[src/rtl/video_dither_rgb6.sv]
// -----------------------------------------------------------------------------
// video_dither_rgb6
//
// Purpose:
//   Reduces an 8-bit-per-channel RGB pixel stream to 6 bits per channel for
//   boards with 6-bit VGA DACs. It uses a 2x2 ordered (Bayer) dither instead
//   of plain truncation. When TEMPORAL=1, the pattern is inverted on
//   alternate frames so the residual texture averages out over time. HS, VS
//   and DE pass through the same two-stage pipeline, so sync and colour stay
//   aligned.
//
// Parameters:
//   TEMPORAL  1 = invert the dither pattern every frame, 0 = static pattern
//
// Ports:
//   clk                   pixel-domain clock (only clock)
//   reset                 synchronous, active-high reset
//   pix_ce                pixel clock enable; all state advances only when 1
//   dither_en             1 = ordered dither, 0 = truncation (in[7:2])
//   r_in, g_in, b_in      8-bit input colour
//   hs_in, vs_in, de_in   input syncs (any polarity) and active-video flag
//   r_out, g_out, b_out   6-bit output colour, 2 pix_ce after input
//   hs_out, vs_out, de_out  syncs and DE delayed by the same 2 pix_ce
// -----------------------------------------------------------------------------
module video_dither_rgb6 #(
    parameter bit TEMPORAL = 1'b1
) (
    input  logic       clk,
    input  logic       reset,
    input  logic       pix_ce,
    input  logic       dither_en,
    input  logic [7:0] r_in,
    input  logic [7:0] g_in,
    input  logic [7:0] b_in,
    input  logic       hs_in,
    input  logic       vs_in,
    input  logic       de_in,
    output logic [5:0] r_out,
    output logic [5:0] g_out,
    output logic [5:0] b_out,
    output logic       hs_out,
    output logic       vs_out,
    output logic       de_out
);

    localparam int NCH = 3;   // channel index 2 = R, 1 = G, 0 = B

    // ------------------------------------------------------------------
    // Channel-packed view of the input colour
    // ------------------------------------------------------------------
    logic [NCH-1:0][7:0] pix_in;
    assign pix_in = {r_in, g_in, b_in};

    // ------------------------------------------------------------------
    // Position / frame parity counters and edge-detect history
    // ------------------------------------------------------------------
    logic x_par_q,   x_par_d;
    logic y_par_q,   y_par_d;
    logic f_par_q,   f_par_d;
    logic de_prev_q, de_prev_d;
    logic vs_prev_q, vs_prev_d;

    logic de_fall;
    logic vs_rise;
    logic temporal_flip;

    // Stage 1 registers
    logic [NCH-1:0][7:0] pix1_q, pix1_d;
    logic                hs1_q,  hs1_d;
    logic                vs1_q,  vs1_d;
    logic                de1_q,  de1_d;
    logic                en1_q,  en1_d;
    logic [1:0]          t1_q,   t1_d;

    // Stage 2 (output) registers
    logic [NCH-1:0][5:0] pix2_q, pix2_d;
    logic                hs2_q,  hs2_d;
    logic                vs2_q,  vs2_d;
    logic                de2_q,  de2_d;

    // ------------------------------------------------------------------
    // Counter next-state. The counters look at the live inputs of the
    // pixel being sampled, while the threshold for that same pixel uses
    // the values from before the update.
    // ------------------------------------------------------------------
    always_comb begin
        de_fall   = de_prev_q & ~de_in;
        vs_rise   = ~vs_prev_q & vs_in;

        // The first visible pixel of every line must see x_par=0, so any
        // blanking pixel parks the column parity at 0.
        x_par_d   = de_in ? ~x_par_q : 1'b0;

        // A frame start takes priority over the end of a line, so a line
        // ending on the vs edge does not leave the new frame on row 1.
        y_par_d   = y_par_q;
        if (vs_rise) begin
            y_par_d = 1'b0;
        end else if (de_fall) begin
            y_par_d = ~y_par_q;
        end

        // With TEMPORAL=0 this term is constant 0, so f_par stays 0.
        f_par_d   = f_par_q ^ (vs_rise & TEMPORAL);

        de_prev_d = de_in;
        vs_prev_d = vs_in;
    end

    // ------------------------------------------------------------------
    // Threshold lookup. On odd frames the row and column are both
    // inverted, which is equivalent to rotating the 2x2 matrix by 180
    // degrees. Every pixel then gets the threshold of its diagonal
    // neighbour.
    // ------------------------------------------------------------------
    assign temporal_flip = f_par_q & TEMPORAL;

    always_comb begin
        logic row;
        logic col;
        row = y_par_q ^ temporal_flip;
        col = x_par_q ^ temporal_flip;
        unique case ({row, col})
            2'b00:   t1_d = 2'd0;
            2'b01:   t1_d = 2'd2;
            2'b10:   t1_d = 2'd3;
            default: t1_d = 2'd1;
        endcase
    end

    // ------------------------------------------------------------------
    // Stage 1 capture
    // ------------------------------------------------------------------
    always_comb begin
        pix1_d = pix_in;
        hs1_d  = hs_in;
        vs1_d  = vs_in;
        de1_d  = de_in;
        en1_d  = dither_en;
    end

    // ------------------------------------------------------------------
    // Stage 2: per-channel dither / truncate / blank.
    // Adding t (0..3) to c and keeping bits [8:2] is done as follows:
    // a carry is formed out of the two low bits, then added to c[7:2].
    // The only way to overflow 6 bits is c[7:2]=63 with a carry, which
    // saturates to 63. This is reachable only for c >= 253.
    // ------------------------------------------------------------------
    generate
        for (genvar gi = 0; gi < NCH; gi++) begin : g_ch
            logic       carry;
            logic [6:0] sum_hi;
            logic [5:0] ch_out;

            always_comb begin
                carry  = (({1'b0, pix1_q[gi][1:0]} + {1'b0, t1_q}) > 3'd3);
                sum_hi = {1'b0, pix1_q[gi][7:2]} + {6'd0, carry};

                if (!de1_q) begin
                    ch_out = 6'd0;                  // blanking forced to black
                end else if (!en1_q) begin
                    ch_out = pix1_q[gi][7:2];
                end else if (sum_hi[6]) begin
                    ch_out = 6'h3F;
                end else begin
                    ch_out = sum_hi[5:0];
                end
            end

            assign pix2_d[gi] = ch_out;
        end
    endgenerate

    always_comb begin
        hs2_d = hs1_q;
        vs2_d = vs1_q;
        de2_d = de1_q;
    end

    // ------------------------------------------------------------------
    // State registers. Reset overrides pix_ce; otherwise everything holds
    // while pix_ce is low.
    // ------------------------------------------------------------------
    always_ff @(posedge clk) begin
        if (reset) begin
            x_par_q   <= 1'b0;
            y_par_q   <= 1'b0;
            f_par_q   <= 1'b0;
            de_prev_q <= 1'b0;
            vs_prev_q <= 1'b0;
            pix1_q    <= '0;
            hs1_q     <= 1'b0;
            vs1_q     <= 1'b0;
            de1_q     <= 1'b0;
            en1_q     <= 1'b0;
            t1_q      <= 2'd0;
            pix2_q    <= '0;
            hs2_q     <= 1'b0;
            vs2_q     <= 1'b0;
            de2_q     <= 1'b0;
        end else if (pix_ce) begin
            x_par_q   <= x_par_d;
            y_par_q   <= y_par_d;
            f_par_q   <= f_par_d;
            de_prev_q <= de_prev_d;
            vs_prev_q <= vs_prev_d;
            pix1_q    <= pix1_d;
            hs1_q     <= hs1_d;
            vs1_q     <= vs1_d;
            de1_q     <= de1_d;
            en1_q     <= en1_d;
            t1_q      <= t1_d;
            pix2_q    <= pix2_d;
            hs2_q     <= hs2_d;
            vs2_q     <= vs2_d;
            de2_q     <= de2_d;
        end
    end

    // ------------------------------------------------------------------
    // Outputs come straight from the stage-2 registers
    // ------------------------------------------------------------------
    assign r_out  = pix2_q[2];
    assign g_out  = pix2_q[1];
    assign b_out  = pix2_q[0];
    assign hs_out = hs2_q;
    assign vs_out = vs2_q;
    assign de_out = de2_q;

endmodule

[config.mk]
export PLATFORM = sky130hd
export DESIGN_NAME = video_dither_rgb6
export DESIGN_NICKNAME = d
export VERILOG_FILES = /design/src/rtl/video_dither_rgb6.sv
export SDC_FILE = /design/constraint.sdc
export NUM_CORES = 1
export LEC_CHECK = 0
export BUFFER_PORTS_ARGS = -buffer_cell sky130_fd_sc_hd__buf_2
export CORE_MARGIN = 4
export CORE_UTILIZATION = 50
export DETAILED_ROUTE_END_ITERATION = 7
export PLACE_DENSITY_LB_ADDON = 0.05
export SLEW_MARGIN = 20
export SYNTH_ARGS = -nofsm -noshare
export SYNTH_HDL_FRONTEND = slang
export SYNTH_SLANG_ARGS = --single-unit
[constraint.sdc]
create_clock -name clk -period 4.1 [get_ports clk]
set_input_delay 0.82 -clock clk [delete_from_list [all_inputs] [get_ports clk]]
set_output_delay 0.82 -clock clk [all_outputs]
set_load 0.03 [all_outputs]
==> flow_summary.toml, run 1 <==
[status]
status = "finished, final reports clean"

[setup_path]
worstRegToRegCells = 7
timing.rr.start = "t1_q[1]"
worst_setup_path_start_kind = "flop"
crit_fanout = 4
crit_type = "flop to flop"
required_ps = 4330
slowest_stage = "dfxtp_1"
worstPathArrival_ps = 2270
max_stage_delay_ps = 410
crit_path_start = "t1_q[1]"
worstPathCellList = "ha_1 > a31o_2 > ha_1 > ha_1 > and3_1 > and4b_1 > o31ai_2"
crit_path_end_kind = "flop"
path_common_cell = "ha_1"

[logic_synthesis]
synth_nets = 294
synth_cell_types = 31
ys_ff_latch = 54
syn_area_sq_mm = 0.00239
post_synth_inst_count = 254
yosys.area.top_type = "dfxtp_1"
seq_area_frac_synth_pct = 45.3
yosysWarnings = 0
synth_top_cell_area_share_pct = 45.3
synth.avg_cell_area_sq_um = 9.40
synthTopCellsByArea = "dfxtp_1 (45%), mux2i_1 (15%), nor2_1 (7.1%), ha_1 (4.7%), nand2_1 (4.2%)"

[cells_and_area]
layout_common_cells = "dfxtp_1 (54), buf_2 (51), nor2_1 (45)"
antenna_cells = 0
final_util_pct = 60.8
fillers = 428
stdcell_count = 353
area_delta_synth_final_pct = 13.9
nets = 341
drive_above_1_share_pct = 21.9
final_common_cell = "dfxtp_1"

[routing]
drt_iter0_markers = 61
via_per_inst = 5.28
drc = 0
first_pass_iters = 4
wire_per_inst_microns = 12.8
via_count = 1863
antenna_left = 0
wl_mm = 4.50

[timing]
tightest_slew_ps = 738
fin_tns_setup_ps = 0
rsz0062_at_grt = "false"
finalWorstPathRequiredPeriod_ps = 2040
finalHoldViolCount = 0
period_share_pct = 49.8
drv_slew = 0
clock_skew_ps = 2.99
setup_viol = 0
slew_headroom_pct = 50.8
fmax_ghz = 0.490

[floorplan]
initial_core_util_pct = 53.4
ios = 52
core_region_area_sq_mm = 0.00447
die_area_sq_mm = 0.00594
num_rows = 24
die_h_microns = 77.1
die_x_microns = 77.1

[cts]
cts_buffers = 5
root_buffer = "clkbuf_8"
htreeDepth = 2
cts_tree = "yes"
cts-hold-fix-buffers = 0
clock_sinks = 54
postCtsResizedCells = 0
clock_latency_ps = 300
cts.path.max_buffers = 2
path_clk_slew_ps = 90
post_cts_buffers = 0

[run]
maxCapViolations = 0

[power]
p_leak_uw = 0.00127
ir_drop_mv = 0.222
powerDensity_mw_per_mm2 = 349

[hold_path]
hold_depth = 2
hold_class = "flop to flop"
hp-start = "r_out[0]"

[global_routing]
grt_overflow = 0
antenna_found_initial = 0
grt_max_degree = 41
grt_pass1_vias = 1770
grt_pass1_wl_mm = 7.98
track_usage_pct = 16.5

[placement]
gp_congestion = 0.763
dp_hpwl_mm = 3.27
portBuffers = 51
place_inst = 346
-- state kept, by name (all words and copies together) (netlist names) --
register,cells
b_out,6
de1_q,1
de_out,1
en1_q,1
f_par_q,1
g_out,6
hs1_q,1
hs_out,1
pix1_q,24
r_out,6
t1_q,2
vs1_q,1
vs_out,1
x_par_q,1
y_par_q,1
-- metrics by stage --
stage	power [uW]	hold WS, ps	setup WS (ps)	area, sq um
after floorplan	648	460	2210	2390
final	949	441	2060	2720
after detailed placement	679	432	1880	2640
after global routing	997	463	1940	2720
after CTS	961	446	2040	2720
after global placement	677	430	1910	2640
-- cell type report --
| cell class | instances | area [sq um] | area share, % |
|---|---|---|---|
| clock inverters | 1 | 7.51 | 0.276 |
| repair buffers | 52 | 263 | 9.66 |
| flip-flops and latches | 54 | 1080 | 39.8 |
| clock buffers | 6 | 72.6 | 2.67 |
| inverters | 1 | 3.75 | 0.138 |
| well taps | 52 | 65.1 | 2.39 |
| multi-input cells | 187 | 1230 | 45.1 |
-- worst paths after layout --
check,slack (ps),end
worst min-delay path,440,r_out[0]
worst max-delay path,2060,g_out[4]
worst min register to register,440,r_out[0]
worst max register to register,2060,g_out[4]
-- worst max-delay path: cells and delay by family, from the launching register on --
family	cells	cell delay [ps]
compound gates	2	450
flops	1	410
simple gates	2	440
fa+ha+maj	3	680
-- power breakdown --
group	switching, uW	internal, uW	total, uW
combinational	50.1	45.3	95.4
clock	166	118	284
sequential	23.1	546	569
-- per-layer routing --
metal	share of wire, %	wire, microns	up-vias	GRT usage (%)
met5	0	0	-	0
met4	2.0	90	0	7.47
met3	4.4	199	7	3.75
met2	45	2030	34	26.1
met1	48	2180	843	21.5
li1	-	-	979	-
-- cell usage after synthesis (all sizes together) --
| cell type | count |
|---|---|
| xor2 | 3 |
| or2 | 1 |
| mux2i | 35 |
| buf | 12 |
| and4b | 1 |
| a31oi | 1 |
| a211oi | 2 |
| xnor2 | 3 |
| nor2 | 46 |
| inv | 1 |
| nand3b | 2 |
| ha | 9 |
| nand3 | 4 |
| a21o | 2 |
| nand4 | 5 |
| a2bb2oi | 1 |
| nand2 | 27 |
| o21ai | 9 |
| nand2b | 4 |
| and3 | 3 |
| nor4bb | 1 |
| a31o | 3 |
| o221ai | 2 |
| o31ai | 3 |
| a21oi | 13 |
| dfxtp | 54 |
| nor2b | 3 |
| a22o | 4 |
-- logic make-up (layout without fill, tap and decap cells) --
kind of cell    count (synthesis)  after routing  synth area share (%)
compound gates                 40             40                  11.4
xor+xnor                        6              6                  2.20
fa+ha+maj                       9              9                  4.72
buf+inv                        13             60                  3.35
flops                          54             54                  45.3
mux                            35             35                  14.7
simple gates                   97             97                  18.4
No activity file was read; power rests on OpenSTA's default activity.
==> inputs of run 2 (changes only) <==
- ABC_AREA: not set -> 1
- CORE_UTILIZATION: 50 -> 49
- clock period: 4.1 -> 1.7 ns (I/O delays scaled with it)
==> run 2 against run 1 <==
  * The flow now finishes with violations (setup timing)
  * Synthesized cell count increased by 33%
  * Design area up 15%
  * Register-to-register slack worse by 2100 ps
  * Critical path type unchanged
  * Largest power group unchanged
  * Highest routed layer unchanged
==> flow_summary.toml, run 2 <==
[timing]
slew_headroom_pct = 71.5
drv_slew = 0
finalHoldViolCount = 0
hold_ws_ps = 251
fmax_ghz = 0.574
tightest_slew_ps = 426
finalWorstPathRequiredPeriod_ps = 1740
clock_skew_ps = 4.12
fin_ws_ps = -41.3
period_share_pct = 102
setup_viol = 8
rsz0062_at_grt = "true"

[cts]
clock_sinks = 54
cts-hold-fix-buffers = 0
path_clk_slew_ps = 90
cts.path.max_buffers = 2
root_buffer = "clkbuf_8"
htreeDepth = 2
clock_latency_ps = 300
cts_tree = "yes"
cts_buffers = 5

[routing]
via_per_inst = 5.09
wire_per_inst_microns = 13.2
drc = 0
drt_iter0_markers = 126
first_pass_iters = 4
via_count = 2313
wl_mm = 6.00
antenna_left = 0

[power]
p_comb_share_pct = 13.3
power_frac_seq_pct = 57.0
ir_drop_mv = 0.386
powerDensity_mw_per_mm2 = 784
p_leak_uw = 0.00135
p_total_uw = 2450
power_switching_uw = 658
internal_power_uw = 1790
swShare_pct = 26.9
pwr-share-clk_pct = 29.7

[logic_synthesis]
seq_area_frac_synth_pct = 42.9
post_synth_inst_count = 338
yosys.area.top_type = "dfxtp_1"
synth.avg_cell_area_sq_um = 7.45
yosysWarnings = 0
synth_cell_types = 31
async_flop_share_pct = 0
synthTopCellsByCount = "nand2_1 (61), nor2_1 (61), dfxtp_1 (54), a21oi_1 (37), o21ai_0 (34)"
synth-edff-count = 0
syn_area_sq_mm = 0.00252
ys_ff_latch = 54
synth_nets = 378
synth_top_cell_area_share_pct = 42.9
synthTopCellsByArea = "dfxtp_1 (43%), nand2_1 (9.1%), nor2_1 (9.1%), a21oi_1 (7.4%), o21ai_0 (6.8%)"
synthFlopType = "dfxtp_1"

[setup_path]
worst_r2r_endpoint = "b_out[1]"
worstRegToRegCells = 8
worstPathArrival_ps = 1980
rrSetupSlack_ps = -40
crit_fanout = 4
path_common_cell = "ha_4"
worstPathCellList = "ha_4 > a31o_4 > ha_4 > ha_4 > nor2_2 > o21ai_2 > nand2_1 > a21oi_1"
timing.rr.start = "t1_q[1]"
crit_path_end_kind = "flop"
required_ps = 1930
worst_setup_path_start_kind = "flop"
crit_type = "flop to flop"
slowest_stage = "dfxtp_4"
max_stage_delay_ps = 400

[floorplan]
die_h_microns = 79.7
ios = 52
initial_core_util_pct = 51.9
die_area_sq_mm = 0.00635
die_x_microns = 79.7
core_region_area_sq_mm = 0.00485
num_rows = 25

[cells_and_area]
antenna_cells = 0
drive_above_1_share_pct = 27.9
nets = 426
area_delta_synth_final_pct = 24.0
fillers = 451
layout_common_cells = "nor2_1 (60), nand2_1 (55), dfxtp_1 (51), buf_2 (51), a21oi_1 (37)"
multi_input_area_sq_mm = 0.00144
final_common_cell = "nor2_1"
largest_reg_flops = 24
largest-register = "pix1_q"
final_util_pct = 64.4
seqCellArea_sq_mm = 0.00109

[global_routing]
grt_use_met1_pct = 26.7
grt_pass1_vias = 2100
antenna_found_initial = 0
grt_pass1_wl_mm = 9.71
busiest_layer = "met2"
grt_max_degree = 43
use_met2_pct = 30.1
grt_overflow = 0
track_usage_pct = 19.5
met3_usage_pct = 4.63

[status]
violations = "setup timing"
status = "finished with violations"

[hold_path]
hold_depth = 3
hold_class = "primary input to flop"
hp-start = "r_in[3]"
min_to = "pix1_q[19]"

[placement]
dp_hpwl_mm = 4.00
portBuffers = 51
post-place-ws_ps = -149
gp_congestion = 0.858

[run]
maxCapViolations = 0
[run 2: cell count changes after synthesis, moves of 4 or more]
| cell | delta |
|---|---|
| nor2_1 | +16 |
| o21ai_1 | -5 |
| clkbuf_1 | +4 |
| buf_6 | +4 |
| nand2b_1 | -4 |
| o21ai_0 | +34 |
| a22o_1 | -4 |
| inv_1 | +16 |
| nand3_1 | +10 |
| nand2_1 | +34 |
| mux2i_1 | -35 |
| a21oi_1 | +24 |
[run 2: logic make-up (layout without fill, tap and decap cells)]
family / after synthesis / in the layout / share of synthesized area (%)
AO/OA/AOI/OAI: 87 / 87 / 18.6
XOR/XNOR: 3 / 3 / 1.04
adder cells (fa/ha/maj): 9 / 9 / 4.47
buffers and inverters: 39 / 88 / 8.44
flip-flops: 54 / 54 / 42.9
AND/OR/NAND/NOR: 146 / 146 / 24.5
[run 2: repair_timing]
action,CTS,global route
endpoints found under the setup margin,18,18
gates resized for setup,24,18
buffers inserted,0,1
endpoints found under the hold margin,0,0
pin swaps,9,10
[run 2: cell type report]
type	count	area share, %
multi-input combinational	245	46.1
timing repair buffer	60	10.7
clock inverter	1	0.160
sequential	54	34.8
tap	67	2.68
clock buffer	7	2.76
inverter	20	2.72
[run 2: per-stage QoR]
| stage | cell area, sq um | TNS (ps) | cells |
|---|---|---|---|
| after floorplan | 2530 | 0 | 338 |
| after global placement | 2810 | -750 | 445 |
| after detailed placement | 2810 | -1630 | 445 |
| after CTS | 3040 | -224 | 453 |
| after global routing | 3120 | -1320 | 454 |
| final | 3120 | -182 | 454 |
[run 2: how the worst max path moves through the flow]
stage	depth (start not counted)	endpoint	from	slack [ps]
floorplan	10	g_out[5]	t1_q[1]	10
finish	8	b_out[1]	t1_q[1]	-40
global placement	10	g_out[2]	t1_q[1]	-80
CTS	8	b_out[1]	t1_q[1]	-40
detailed placement	8	b_out[1]	t1_q[1]	-150
global route	10	r_out[4]	t1_q[1]	-130
[run 2: metal layers]
| layer | share of wire [%] | wire length, microns | vias up |
|---|---|---|---|
| met1 | 49 | 2960 | 1049 |
| met3 | 5.0 | 302 | 6 |
| met5 | 0 | 0 | - |
| met4 | 0.98 | 59 | 0 |
| met2 | 45 | 2670 | 51 |
| li1 | - | - | 1207 |
[run 2: critical path, delay by kind of cell, from the launching register on]
family | cells | cell delay [ps]
compound gates | 3 | 530
fa+ha+maj | 3 | 640
flops | 1 | 400
simple gates | 2 | 100
[run 2: power groups by stage]
stage               Combinational (uW)  Clock [uW]  Sequential [uW]
global placement                   290           0             1410
detailed placement                 294           0             1410
global route                       368         806             1410
CTS                                312         752             1390
floorplan                          204           0             1410
finish                             326         727             1400
